<file path="config.mk">
export PLATFORM = sky130hd
export DESIGN_NAME = vga_sync_gen
export DESIGN_NICKNAME = d
export VERILOG_FILES = /design/src/rtl/vga_sync_gen.sv
export SDC_FILE = /design/constraint.sdc
export NUM_CORES = 1
export LEC_CHECK = 0
export ABC_CLOCK_PERIOD_IN_PS = 2700
export BUFFER_PORTS_ARGS = -buffer_cell sky130_fd_sc_hd__buf_2
export CAP_MARGIN = 20
export CORE_ASPECT_RATIO = 0.5
export CORE_MARGIN = 4
export CORE_UTILIZATION = 50
export CTS_BUF_LIST = sky130_fd_sc_hd__clkbuf_2 sky130_fd_sc_hd__clkbuf_4 sky130_fd_sc_hd__clkbuf_8
export DETAILED_ROUTE_END_ITERATION = 10
export MAX_ROUTING_LAYER = met4
export PLACE_DENSITY = 0.69
export SYNTH_ARGS = -nofsm -noshare
export SYNTH_HDL_FRONTEND = slang
export SYNTH_SLANG_ARGS = --single-unit
</file>
<file path="constraint.sdc">
create_clock -name clock -period 2.7 [get_ports clock]
set_clock_uncertainty 0.05 [all_clocks]
set_input_delay 0.135 -clock clock [delete_from_list [all_inputs] [get_ports clock]]
set_output_delay 0.135 -clock clock [all_outputs]
set_load 0.05 [all_outputs]
</file>
<file path="src/rtl/vga_sync_gen.sv">
// vga_sync_gen: VGA raster timing generator.
// Divides the system clock down to a pixel tick and runs the horizontal and
// vertical pixel counters. Sync, video-enable and frame-start are decoded from
// the next counter values, so they stay aligned with pixelX/pixelY.
// Optional feature macro: VGA_SYNC_TEST_PATTERN_EN adds the rgbPattern output,
// which carries eight vertical colour bars.
module vga_sync_gen #(
    parameter int CLK_DIV   = 4,
    parameter int H_DISPLAY = 640,
    parameter int H_FRONT   = 16,
    parameter int H_SYNC    = 96,
    parameter int H_BACK    = 48,
    parameter int V_DISPLAY = 480,
    parameter int V_FRONT   = 10,
    parameter int V_SYNC    = 2,
    parameter int V_BACK    = 33,
    parameter int SYNC_POL  = 0
) (
    input  logic        clock,
    input  logic        reset,
    output logic        hSync,
    output logic        vSync,
    output logic        videoON,
    output logic        pTick,
    output logic [9:0]  pixelX,
    output logic [9:0]  pixelY,
`ifdef VGA_SYNC_TEST_PATTERN_EN
    output logic [11:0] rgbPattern,
`endif
    output logic        frameStart
);

    localparam int H_TOTAL      = H_DISPLAY + H_FRONT + H_SYNC + H_BACK;
    localparam int V_TOTAL      = V_DISPLAY + V_FRONT + V_SYNC + V_BACK;
    localparam int H_SYNC_START = H_DISPLAY + H_FRONT;
    localparam int H_SYNC_END   = H_DISPLAY + H_FRONT + H_SYNC;
    localparam int V_SYNC_START = V_DISPLAY + V_FRONT;
    localparam int V_SYNC_END   = V_DISPLAY + V_FRONT + V_SYNC;
    localparam int DIV_W        = (CLK_DIV > 1) ? $clog2(CLK_DIV) : 1;
    localparam logic SYNC_ACT   = (SYNC_POL != 0);

    // The counters are 10 bits wide, so the raster cannot exceed 1024 in
    // either direction.
    if (H_TOTAL > 1024 || V_TOTAL > 1024 || CLK_DIV < 1) begin : g_bad_params
        $error("vga_sync_gen: totals must be <= 1024 and CLK_DIV >= 1");
    end

    logic [DIV_W-1:0] r_div;
    logic [DIV_W-1:0] w_div_next;
    logic             r_tick;
    logic [9:0]       r_x;
    logic [9:0]       r_y;
    logic [9:0]       w_x_next;
    logic [9:0]       w_y_next;
    logic             w_x_wrap;
    logic             w_video;
    logic             w_hs;
    logic             w_vs;
    logic             r_video;
    logic             r_hs;
    logic             r_vs;
    logic             r_frame;

    // Divider wrap and the counter values that the next pixel tick will load.
    always_comb begin
        w_div_next = (r_div == DIV_W'(CLK_DIV - 1)) ? '0 : r_div + 1'b1;
        w_x_wrap   = (r_x == 10'(H_TOTAL - 1));
        w_x_next   = w_x_wrap ? '0 : r_x + 10'd1;
        w_y_next   = r_y;
        if (w_x_wrap) begin
            w_y_next = (r_y == 10'(V_TOTAL - 1)) ? '0 : r_y + 10'd1;
        end
    end

    // Sync and video decode from the next counter values, so the registered
    // copies line up with the registered counters.
    always_comb begin
        w_video = (int'(w_x_next) < H_DISPLAY) && (int'(w_y_next) < V_DISPLAY);
        w_hs    = ~SYNC_ACT;
        w_vs    = ~SYNC_ACT;
        if (int'(w_x_next) >= H_SYNC_START && int'(w_x_next) < H_SYNC_END) begin
            w_hs = SYNC_ACT;
        end
        if (int'(w_y_next) >= V_SYNC_START && int'(w_y_next) < V_SYNC_END) begin
            w_vs = SYNC_ACT;
        end
    end

    // Pixel-tick divider; the tick is registered so it is low during reset
    // even when CLK_DIV is 1.
    always_ff @(posedge clock or posedge reset) begin
        if (reset) begin
            r_div  <= '0;
            r_tick <= 1'b0;
        end else begin
            r_div  <= w_div_next;
            r_tick <= (w_div_next == DIV_W'(CLK_DIV - 1));
        end
    end

    // Raster counters and decoded outputs advance only on a pixel tick;
    // frameStart is a single-clock pulse on the tick that lands on (0,0).
    always_ff @(posedge clock or posedge reset) begin
        if (reset) begin
            r_x     <= 10'(H_TOTAL - 1);
            r_y     <= 10'(V_TOTAL - 1);
            r_video <= 1'b0;
            r_hs    <= ~SYNC_ACT;
            r_vs    <= ~SYNC_ACT;
            r_frame <= 1'b0;
        end else begin
            r_frame <= 1'b0;
            if (r_tick) begin
                r_x     <= w_x_next;
                r_y     <= w_y_next;
                r_video <= w_video;
                r_hs    <= w_hs;
                r_vs    <= w_vs;
                r_frame <= (w_x_next == '0) && (w_y_next == '0);
            end
        end
    end

`ifdef VGA_SYNC_TEST_PATTERN_EN
    localparam int BAR_W = (H_DISPLAY / 8 > 0) ? H_DISPLAY / 8 : 1;

    logic [2:0]  w_bar;
    logic [11:0] w_rgb;
    logic [11:0] r_rgb;

    // Bar index from the next horizontal count, blanked outside the visible area.
    always_comb begin
        w_bar = 3'(int'(w_x_next) / BAR_W);
        w_rgb = '0;
        if (w_video) begin
            w_rgb = {{4{w_bar[2]}}, {4{w_bar[1]}}, {4{w_bar[0]}}};
        end
    end

    // Test colour registered on the same tick as videoON.
    always_ff @(posedge clock or posedge reset) begin
        if (reset) begin
            r_rgb <= '0;
        end else if (r_tick) begin
            r_rgb <= w_rgb;
        end
    end

    assign rgbPattern = r_rgb;
`endif

    assign hSync      = r_hs;
    assign vSync      = r_vs;
    assign videoON    = r_video;
    assign pTick      = r_tick;
    assign pixelX     = r_x;
    assign pixelY     = r_y;
    assign frameStart = r_frame;

endmodule
</file>
==> results_dict.tcl, run 1 <==
set metrics [dict create \
    outcome "complete, no violations" \
    grt.busiest_layer "met2" \
    setup_viol 0 \
    hold_viol_final 0 \
    start_util_pct 52.2 \
    power_frac_seq_pct 61.5 \
    postCtsSetupBuffers 0 \
    synth_top_area_share_pct 20.9 \
    fin_hold_ws_ns 0.367 \
    fin_nets 235 \
    drc_errors 0 \
    crit_type "register to register" \
    syn_inst 204 \
    dr.pass1.iters 4 \
    track_usage_pct 19.4 \
    slew_headroom_pct 64.5 \
    ys_types 52 \
    grt_pass1_wl_mm 6.99 \
    post-route-min-period_ns 2.42 \
    switching_share_pct 22.1 \
    antenna_cells 0 \
    cts_max_level 1 \
    synth_area_leaders "dfrtp_1, dfstp_2, xnor2_1" \
    yosysWarnings 0 \
    p_int_mw 0.513 \
    power_density_nw_per_um2 323 \
    regArea_um2 691 \
    final_layout_size_suffix_gt1_share_pct 27.4 \
    cts.sinks 27 \
    maxCapViolations 0 \
    p_total_mw 0.659 \
    die-area_um2 4670 \
    rows 15 \
    grt_pass1_vias 1437 \
    worst_slew_pin_slew_ns 0.532 \
    tritoncts "built" \
    met3_usage_pct 4.04 \
    hpwl_mm 2.86 \
    yosysSeqAreaShare_pct 38.5 \
    multiInputGateArea_um2 995 \
    area_growth_pct 13.8 \
    grt-ovfl-total 0 \
    p_leak_nw 0.917 \
    end_kind "register" \
    crit_required_ns 2.82 \
    antenna_found_initial 0 \
    synth_fp_nets 212 \
    numPortBuffers 26 \
    wire_per_inst_um 14.4 \
    ys.flop_type "dfrtp_1" \
    synth_area_per_cell_um2 8.79 \
    fp.dieW_um 92.7 \
    met2_usage_pct 29.4 \
    p_sw_mw 0.145 \
    synth_area_um2 1790 \
    synth_edf_count 0 \
    hold_class "input port to async pin" \
    fillCellCount 315 \
    cts_buffer_depth 2 \
    async_reset_ff_share_pct 100 \
    drt-initial-drc-count 67 \
    vias 1529 \
    io_pins 27 \
    synth_seq_cells 27 \
    cp.arrival_ns 2.54 \
    met1_usage_pct 26.7 \
    combPwrFrac_pct 2.0 \
    rsz0062_at_grt "no" \
    cts_made_buffers 3 \
    synth_top_cell_by_area "dfrtp_1" \
    drt-vias-per-instance 5.52 \
    clk_pin_slew_ns 0.11 \
    ant_nets 0 \
    die_h_um 50.3 \
    clock_power_share_pct 36.5 \
    irDropWorstVdd_v 0.000269 \
    gp_congestion 0.861 \
    fin_setup_tns_ns 0 \
    core_area_um2 3430 \
    fin_crit_sh_pct 89.5 \
    start_kind "register" \
    crit_fanout 18 \
    clock_latency_ns 0.28 \
    cts-root-buf "clkbuf_8" \
    fmax_mhz 414 \
    drt_wl_total_mm 3.98 \
    grt_max_degree 26 \
    report.final.slew_viol_count 0 \
]
state kept, by name, indices dropped and copies added, names as in the netlist:
name and flops:
frameStart 1, hSync 1, pixelX 10, videoON 1
pixelY 10, r_div 2, pTick 1, vSync 1
metal layers:
layer,part of all wire [%],up-vias
met2,44,40
met3,5.9,4
met5,0,-
met4,0.68,0
met1,50,719
li1,-,766
cells by family (layout without fill, tap and decap cells):
family	after synthesis	after routing	share of synthesized area, %
simple gates	82	82	24.6
compound gates	44	44	17.0
flops	27	27	38.5
buf+inv	26	48	6.07
xor+xnor	16	16	7.82
fa+ha+maj	6	6	4.19
mux	3	3	1.81
stage by stage:
| step | util [%] | area, um^2 | setup slack (ns) | cells |
|---|---|---|---|---|
| after CTS | 58.7 | 2010 | 0.124 | 275 |
| final | 59.4 | 2040 | 0.283 | 277 |
| after detailed placement | 57.3 | 1970 | 0.110 | 271 |
| after global placement | 57.3 | 1970 | 0.211 | 271 |
| after floorplan | - | 1790 | 0.136 | 204 |
| after global routing | 59.4 | 2040 | 0.0978 | 277 |
power groups by stage:
stage	logic (mW)	clock network, mW	registers [mW]
after floorplan	0.00585	0	0.412
after global placement	0.0100	0	0.412
after detailed placement	0.0103	0	0.412
after CTS	0.0103	0.250	0.405
after global routing	0.0153	0.267	0.405
final	0.0131	0.240	0.405
cell usage after synthesis, drive strengths merged (2+ instances only):
cell	n
nand2	24
nand3	16
dfrtp	15
dfstp	12
nor2	12
o21ai	11
xnor2	11
buf	10
a21oi	9
clkbuf	8
inv	8
ha	6
nor3	6
xor2	5
and3	4
nand4	3
nor2b	3
o31ai	3
a211o	2
a211oi	2
a21o	2
a41oi	2
mux2	2
nand3b	2
nor4	2
nor4b	2
o22ai	2
or2	2
worst max-delay path, cell delays in order, from the launching register on:
cell and delay (ns):
dfstp_2 0.59, ha_1 0.29, and4_1 0.24, and3_2 0.38, a41o_1 0.21, o21ai_0 0.12
nor3_1 0.30, o32ai_1 0.13
layout by cell type, fill, tap and decap left out, types with 5 or more instances in the layout:
cell type / count
inv_1: 8
xnor2_1: 11
dfstp_2: 12
nor3_1: 5
a21oi_1: 9
nor2_1: 12
ha_1: 6
nand2_1: 24
dfrtp_1: 15
o21ai_0: 11
nand3_1: 16
buf_4: 8
xor2_1: 5
buf_2: 26
cell type report:
class                      count  area share, %
tap                           51           3.13
timing repair buffer          36           10.5
multi-input combinational    151           48.7
sequential                    27           33.8
clock inverter                 1          0.245
inverter                       8           1.47
clock buffer                   3           2.02
worst paths after layout:
check	startpoint	endpoint	slack, ns	cells after the start
max in group asynchronous	reset	pixelX[8]$_DFFE_PP1P_	1.66	4
hold / removal	reset	pixelY[4]$_DFFE_PP0P_	0.37	3
hold reg to reg	r_div[0]$_DFF_PP0_	r_div[0]$_DFF_PP0_	0.42	1
min in group clock	r_div[0]$_DFF_PP0_	r_div[0]$_DFF_PP0_	0.42	1
setup / recovery	pixelX[0]$_DFFE_PP1P_	videoON$_DFFE_PP0P_	0.28	7
setup reg to reg	pixelX[0]$_DFFE_PP1P_	videoON$_DFFE_PP0P_	0.28	7
repair_timing:
action,CTS,global route
resized for setup,0,1
endpoints found under the hold margin,0,7
setup endpoints to repair,0,4
hold buffers,0,1
Note: power is estimated with default switching activity, not from simulation.
==> run 2, diff against run 1 <==
--- a/config.mk
+++ b/config.mk
@@ -10,11 +10,11 @@
 export CAP_MARGIN = 20
 export CORE_ASPECT_RATIO = 0.5
 export CORE_MARGIN = 4
-export CORE_UTILIZATION = 50
+export CORE_UTILIZATION = 55
 export CTS_BUF_LIST = sky130_fd_sc_hd__clkbuf_2 sky130_fd_sc_hd__clkbuf_4 sky130_fd_sc_hd__clkbuf_8
 export DETAILED_ROUTE_END_ITERATION = 10
 export MAX_ROUTING_LAYER = met4
-export PLACE_DENSITY = 0.69
+export PLACE_DENSITY = 0.75
 export SYNTH_ARGS = -nofsm -noshare
 export SYNTH_HDL_FRONTEND = slang
 export SYNTH_SLANG_ARGS = --single-unit
==> run 2 against run 1 <==
  * Sequential power about the same
  * Critical endpoint unchanged
  * Core utilization is 6.7 points higher
  * First-iteration DRC count is 1.5% lower
  * Clock power grew 2%
  * Combinational power fell by 9.9%
  * Via count is 1.9% higher
  * Routed wire length is 2.1% higher
  * Sequential cell count unchanged
  * Critical path type unchanged
  * Total power up 0.51%
  * Largest cell class unchanged
  * Fmax is 5.4% lower
  * Critical path depth did not move
==> results_dict.tcl, run 2 (synthesis gave the netlist of run 1 again) <==
set metrics [dict create \
    outcome "complete, no violations" \
    regToRegStartpoint "pixelX[0]$_DFFE_PP1P_" \
    p_sw_mw 0.137 \
    crit_required_ns 2.80 \
    fmax_mhz 391 \
    critPathMaxStageDelay_ns 0.59 \
    crit_family "simple AND/OR/NAND/NOR gates" \
    rows 14 \
    clock_power_share_pct 37.0 \
    multiInputGateArea_um2 993 \
    antenna_cells 0 \
    grt_pass1_wl_mm 6.78 \
    drc_errors 0 \
    worst_slew_pin_slew_ns 0.546 \
    hold_class "input port to async pin" \
    fin_crit_sh_pct 94.7 \
    grt_pass1_vias 1396 \
    antenna_found_initial 0 \
    dp.cells 260 \
    dr.pass1.iters 5 \
    critical_path.startpoint "pixelX[0]$_DFFE_PP1P_" \
    fp.dieW_um 88.7 \
    cts_buffer_depth 2 \
    hold_viol_final 0 \
    die_h_um 48.4 \
    start_kind "register" \
    io_pins 27 \
    r2r_slack_ns 0.14 \
    cts.sinks 27 \
    crit_end "videoON$_DFFE_PP0P_" \
    core_area_um2 3070 \
    slew_headroom_pct 63.3 \
    critPathSlowestCell "dfstp_2" \
    post-route-min-period_ns 2.56 \
    p_leak_nw 0.919 \
    wire_per_inst_um 15.3 \
    irDropWorstVdd_v 0.000178 \
    switching_share_pct 20.8 \
    critPathBufInv 0 \
    grt_max_degree 28 \
    crit_chain "ha_1 > and4_1 > and3_1 > a41o_1 > o21ai_0 > nor3_1 > o32ai_1" \
    end_kind "register" \
    regArea_um2 691 \
    cp.arrival_ns 2.66 \
    final_common_cell "buf_2" \
    drt_wl_total_mm 4.07 \
    fin_nets 235 \
    ant_nets 0 \
    tritoncts "built" \
    r2r-end "videoON$_DFFE_PP0P_" \
    rsz0062_at_grt "no" \
    grt.busiest_layer "met2" \
    setup_viol 0 \
    hpwl_mm 2.92 \
    die-area_um2 4290 \
    fillCellCount 257 \
    cts_resized 0 \
    start_util_pct 58.5 \
    numPortBuffers 26 \
    fin_setup_tns_ns 0 \
    met2_usage_pct 29.1 \
    track_usage_pct 20.3 \
    report.final.slew_viol_count 0 \
    layout_common_cells "buf_2, nand2_1, nand3_1, dfrtp_1" \
    power_density_nw_per_um2 326 \
    cts-root-buf "clkbuf_8" \
    area_growth_pct 13.1 \
    maxCapViolations 0 \
    drt-vias-per-instance 5.86 \
    final_layout_size_suffix_gt1_share_pct 27.0 \
    power_frac_seq_pct 61.2 \
    met1_usage_pct 28.8 \
    vias 1558 \
    instances_no_fill 266 \
    worstSetupPathDepth 7 \
    postCtsSetupBuffers 0 \
    drt-initial-drc-count 66 \
    met3_usage_pct 6.10 \
    place_worst_setup_slack_ns 0.208 \
    clk_pin_slew_ns 0.09 \
    cts_made_buffers 3 \
    p_int_mw 0.525 \
    worstRegToRegCells 7 \
    cts_hold_buf 0 \
    grt-ovfl-total 0 \
    setup_ws_ns 0.144 \
    clock_latency_ns 0.27 \
    combPwrFrac_pct 1.8 \
    crit_fanout 13 \
    cts_max_level 1 \
    crit_type "register to register" \
    gp_congestion 0.866 \
]
[run 2: cell count changes in the layout (fill, tap and decap cells not counted), sizes merged]
| cell | previous run | this run |
|---|---|---|
| clkbuf | 3 | 4 |
| clkinv | 1 | 0 |
[run 2: layout make-up]
type,count,area share [%]
Multi-Input combinational cell,151,49.0
Sequential cell,27,34.1
Timing Repair Buffer,36,10.6
Tap cell,40,2.47
Clock buffer,4,2.41
Inverter,8,1.48
[run 2: metal layers]
| metal | up-vias | wire length [um] |
|---|---|---|
| li1 | 773 | - |
| met1 | 746 | 2050 |
| met2 | 35 | 1820 |
| met3 | 4 | 177 |
| met4 | 0 | 26 |
| met5 | - | 0 |
[run 2: stage by stage]
stage	power (mW)	utilization [%]	hold slack, ns	area [um^2]
floorplan	0.418	-	0.129	1790
global placement	0.421	63.8	0.369	1950
detailed placement	0.421	63.8	0.384	1950
CTS	0.665	65.3	0.0823	2000
global route	0.697	66.2	0.442	2030
finish	0.662	66.2	0.399	2030
[run 2: power by group through the flow]
stage,registers [mW],logic (mW),clock network (mW)
floorplan,0.412,0.00585,0
global placement,0.412,0.00879,0
detailed placement,0.412,0.00906,0
CTS,0.405,0.00906,0.251
global route,0.405,0.0139,0.278
finish,0.405,0.0118,0.245
[run 2: how the worst min path moves through the flow]
stage,to,cells past startpoint
2_1_floorplan,frameStart$_DFF_PP0_,1
3_3_place_gp,pixelY[0]$_DFFE_PP0P_,2
3_5_place_dp,pixelY[0]$_DFFE_PP0P_,2
4_1_cts,pixelY[0]$_DFFE_PP0P_,2
5_1_grt,r_div[0]$_DFF_PP0_,3
6_report,r_div[0]$_DFF_PP0_,3
[run 2: worst register-to-register path, cell delays in order, from the launching register on]
cell and delay (ns):
dfstp_2 0.59, ha_1 0.29, and4_1 0.23, and3_1 0.45, a41o_1 0.26, o21ai_0 0.13, nor3_1 0.30, o32ai_1 0.13
==> run 3, diff against run 2 <==
--- a/config.mk
+++ b/config.mk
@@ -5,7 +5,7 @@
 export SDC_FILE = /design/constraint.sdc
 export NUM_CORES = 1
 export LEC_CHECK = 0
-export ABC_CLOCK_PERIOD_IN_PS = 2700
+export ABC_CLOCK_PERIOD_IN_PS = 2800
 export BUFFER_PORTS_ARGS = -buffer_cell sky130_fd_sc_hd__buf_2
 export CAP_MARGIN = 20
 export CORE_ASPECT_RATIO = 0.5
@@ -13,6 +13,7 @@
 export CORE_UTILIZATION = 55
 export CTS_BUF_LIST = sky130_fd_sc_hd__clkbuf_2 sky130_fd_sc_hd__clkbuf_4 sky130_fd_sc_hd__clkbuf_8
 export DETAILED_ROUTE_END_ITERATION = 10
+export GPL_TIMING_DRIVEN = 0
 export MAX_ROUTING_LAYER = met4
 export PLACE_DENSITY = 0.75
 export SYNTH_ARGS = -nofsm -noshare
==> constraint.sdc (replaced) <==
create_clock -name clock -period 2.8 [get_ports clock]
set_clock_uncertainty 0.05 [all_clocks]
set_input_delay 0.14 -clock clock [delete_from_list [all_inputs] [get_ports clock]]
set_output_delay 0.14 -clock clock [all_outputs]
set_load 0.05 [all_outputs]
==> run 3 against run 2 <==
  * Routed wire length is 1.5% higher
  * Non-clock buffer count grew 10
  * Register-to-register slack gained 0.09 ns
  * Fmax is 0.33% lower
  * First-iteration DRC count rose by 70%
  * Die area is the same
==> results_dict.tcl, run 3 (synthesis gave the netlist of run 1 again) <==
set metrics [dict create \
    track_usage_pct 20.8 \
    clock_latency_ns 0.28 \
    setup_ws_ns 0.236 \
    place_worst_setup_slack_ns 0.156 \
    p_total_mw 0.634 \
    area_growth_pct 15.4 \
    io_pins 27 \
    start_kind "register" \
    multiInputGateArea_um2 1000 \
    drt-initial-drc-count 112 \
    cts_max_level 1 \
    p_leak_nw 0.929 \
    hold_viol_final 0 \
    hold_class "input port to async pin" \
    core_area_um2 3070 \
    crit_chain "ha_2 > and4_1 > buf_2 > and3_1 > clkbuf_4 > buf_4 > o21ai_0 > o311ai_0 > o2111ai_1 > nor4_2" \
    rows 14 \
    antenna_cells 0 \
    worstRegToRegCells 10 \
    numPortBuffers 26 \
    critPathMaxStageDelay_ns 0.60 \
    r2r-end "frameStart$_DFF_PP0_" \
    post-route-min-period_ns 2.56 \
    tritoncts "built" \
    grt_pass1_vias 1449 \
    maxCapViolations 0 \
    irDropWorstVdd_v 0.000218 \
    cts-root-buf "clkbuf_8" \
    drc_errors 0 \
    fp.dieW_um 88.7 \
    cp.arrival_ns 2.70 \
    postLayoutCoreUtil_pct 67.5 \
    setup_viol 0 \
    cts_made_buffers 3 \
    grt_pass1_wl_mm 7.04 \
    gp_congestion 0.942 \
    drt_wl_total_mm 4.13 \
    grt_max_degree 28 \
    critPathBufInv 3 \
    ant_nets 0 \
    hpwl_mm 3.01 \
    regArea_um2 691 \
    report.final.slew_viol_count 0 \
    worst_slew_pin_slew_ns 0.596 \
    dr.pass1.iters 4 \
    wire_per_inst_um 14.9 \
    layout_common_cells "buf_2, nand2_1, nand3_1, dfrtp_1" \
    antenna_found_initial 0 \
    final_layout_size_suffix_gt1_share_pct 27.1 \
    crit_family "flip-flops" \
    final_common_cell "buf_2" \
    r2r_slack_ns 0.24 \
    crit_type "register to register" \
    drt-vias-per-instance 5.85 \
    die_h_um 48.4 \
    crit_fanout 10 \
    power_density_nw_per_um2 306 \
    regToRegStartpoint "pixelX[0]$_DFFE_PP1P_" \
    clk_pin_slew_ns 0.10 \
    fin_nets 245 \
    fillCellCount 261 \
    fmax_mhz 390 \
    die-area_um2 4290 \
    fin_crit_sh_pct 91.6 \
    outcome "complete, no violations" \
    critPathSlowestCell "dfstp_2" \
    start_util_pct 58.5 \
    cts.sinks 27 \
    end_kind "register" \
    slew_headroom_pct 60.0 \
    crit_required_ns 2.94 \
    cts_buffer_depth 2 \
    grt-ovfl-total 0 \
    vias 1614 \
]
-- run 3: power breakdown --
part | internal (mW) | switching, mW
clock | 0.100 | 0.130
combinational | 0.00535 | 0.00851
sequential | 0.391 | 0
-- run 3: worst max-delay path by stage --
stage                          startpoint                    end  slack [ns]  cells past startpoint
global placement    pixelX[0]$_DFFE_PP1P_   frameStart$_DFF_PP0_        0.17                     10
global route        pixelX[0]$_DFFE_PP1P_   frameStart$_DFF_PP0_      -0.005                     10
finish              pixelX[0]$_DFFE_PP1P_   frameStart$_DFF_PP0_        0.24                     10
floorplan           pixelX[0]$_DFFE_PP1P_  pixelY[4]$_DFFE_PP0P_        0.24                      9
CTS                 pixelX[0]$_DFFE_PP1P_   frameStart$_DFF_PP0_        0.12                      8
detailed placement  pixelX[0]$_DFFE_PP1P_    videoON$_DFFE_PP0P_        0.16                      8
-- run 3: timing repair --
item / CTS / global route
gates resized for setup: 0 / 5
endpoints found under the setup margin: 0 / 3
setup buffers: 0 / 0
hold endpoints to repair: 0 / 4
hold buffers: 0 / 1
-- run 3: stage by stage --
| step | std cells | hold WS (ns) | TNS [ns] | instance area (um^2) |
|---|---|---|---|---|
| after CTS | 274 | 0.0806 | 0 | 2020 |
| final | 276 | 0.360 | 0 | 2070 |
| after detailed placement | 270 | 0.393 | 0 | 1970 |
| after global placement | 270 | 0.365 | 0 | 1970 |
| after global routing | 276 | 0.404 | -0.00466 | 2070 |
| after floorplan | 204 | 0.134 | 0 | 1790 |
-- run 3: area by class of cell --
type	count	share of cell area, %
Buffer	18	4.05
Clock buffer	3	2.00
Clock inverter	1	0.242
Inverter	8	1.45
Multi-Input combinational cell	151	48.4
Sequential cell	27	33.4
Tap cell	40	2.42
Timing Repair Buffer	28	8.10
-- run 3: per-layer routing --
| metal | vias up | track usage (%) | part of all wire [%] |
|---|---|---|---|
| li1 | 787 | - | - |
| met5 | - | - | 0 |
| met4 | 0 | 2.51 | 0.41 |
| met2 | 41 | 30.5 | 45 |
| met3 | 4 | 4.58 | 5.1 |
| met1 | 782 | 30.3 | 50 |
-- run 3: worst register-to-register path, cell delays in order (launching register included) --
cell,delay (ns)
dfstp_2,0.60
ha_2,0.25
and4_1,0.19
buf_2,0.16
and3_1,0.17
clkbuf_4,0.20
buf_4,0.19
o21ai_0,0.11
o311ai_0,0.11
o2111ai_1,0.21
nor4_2,0.24
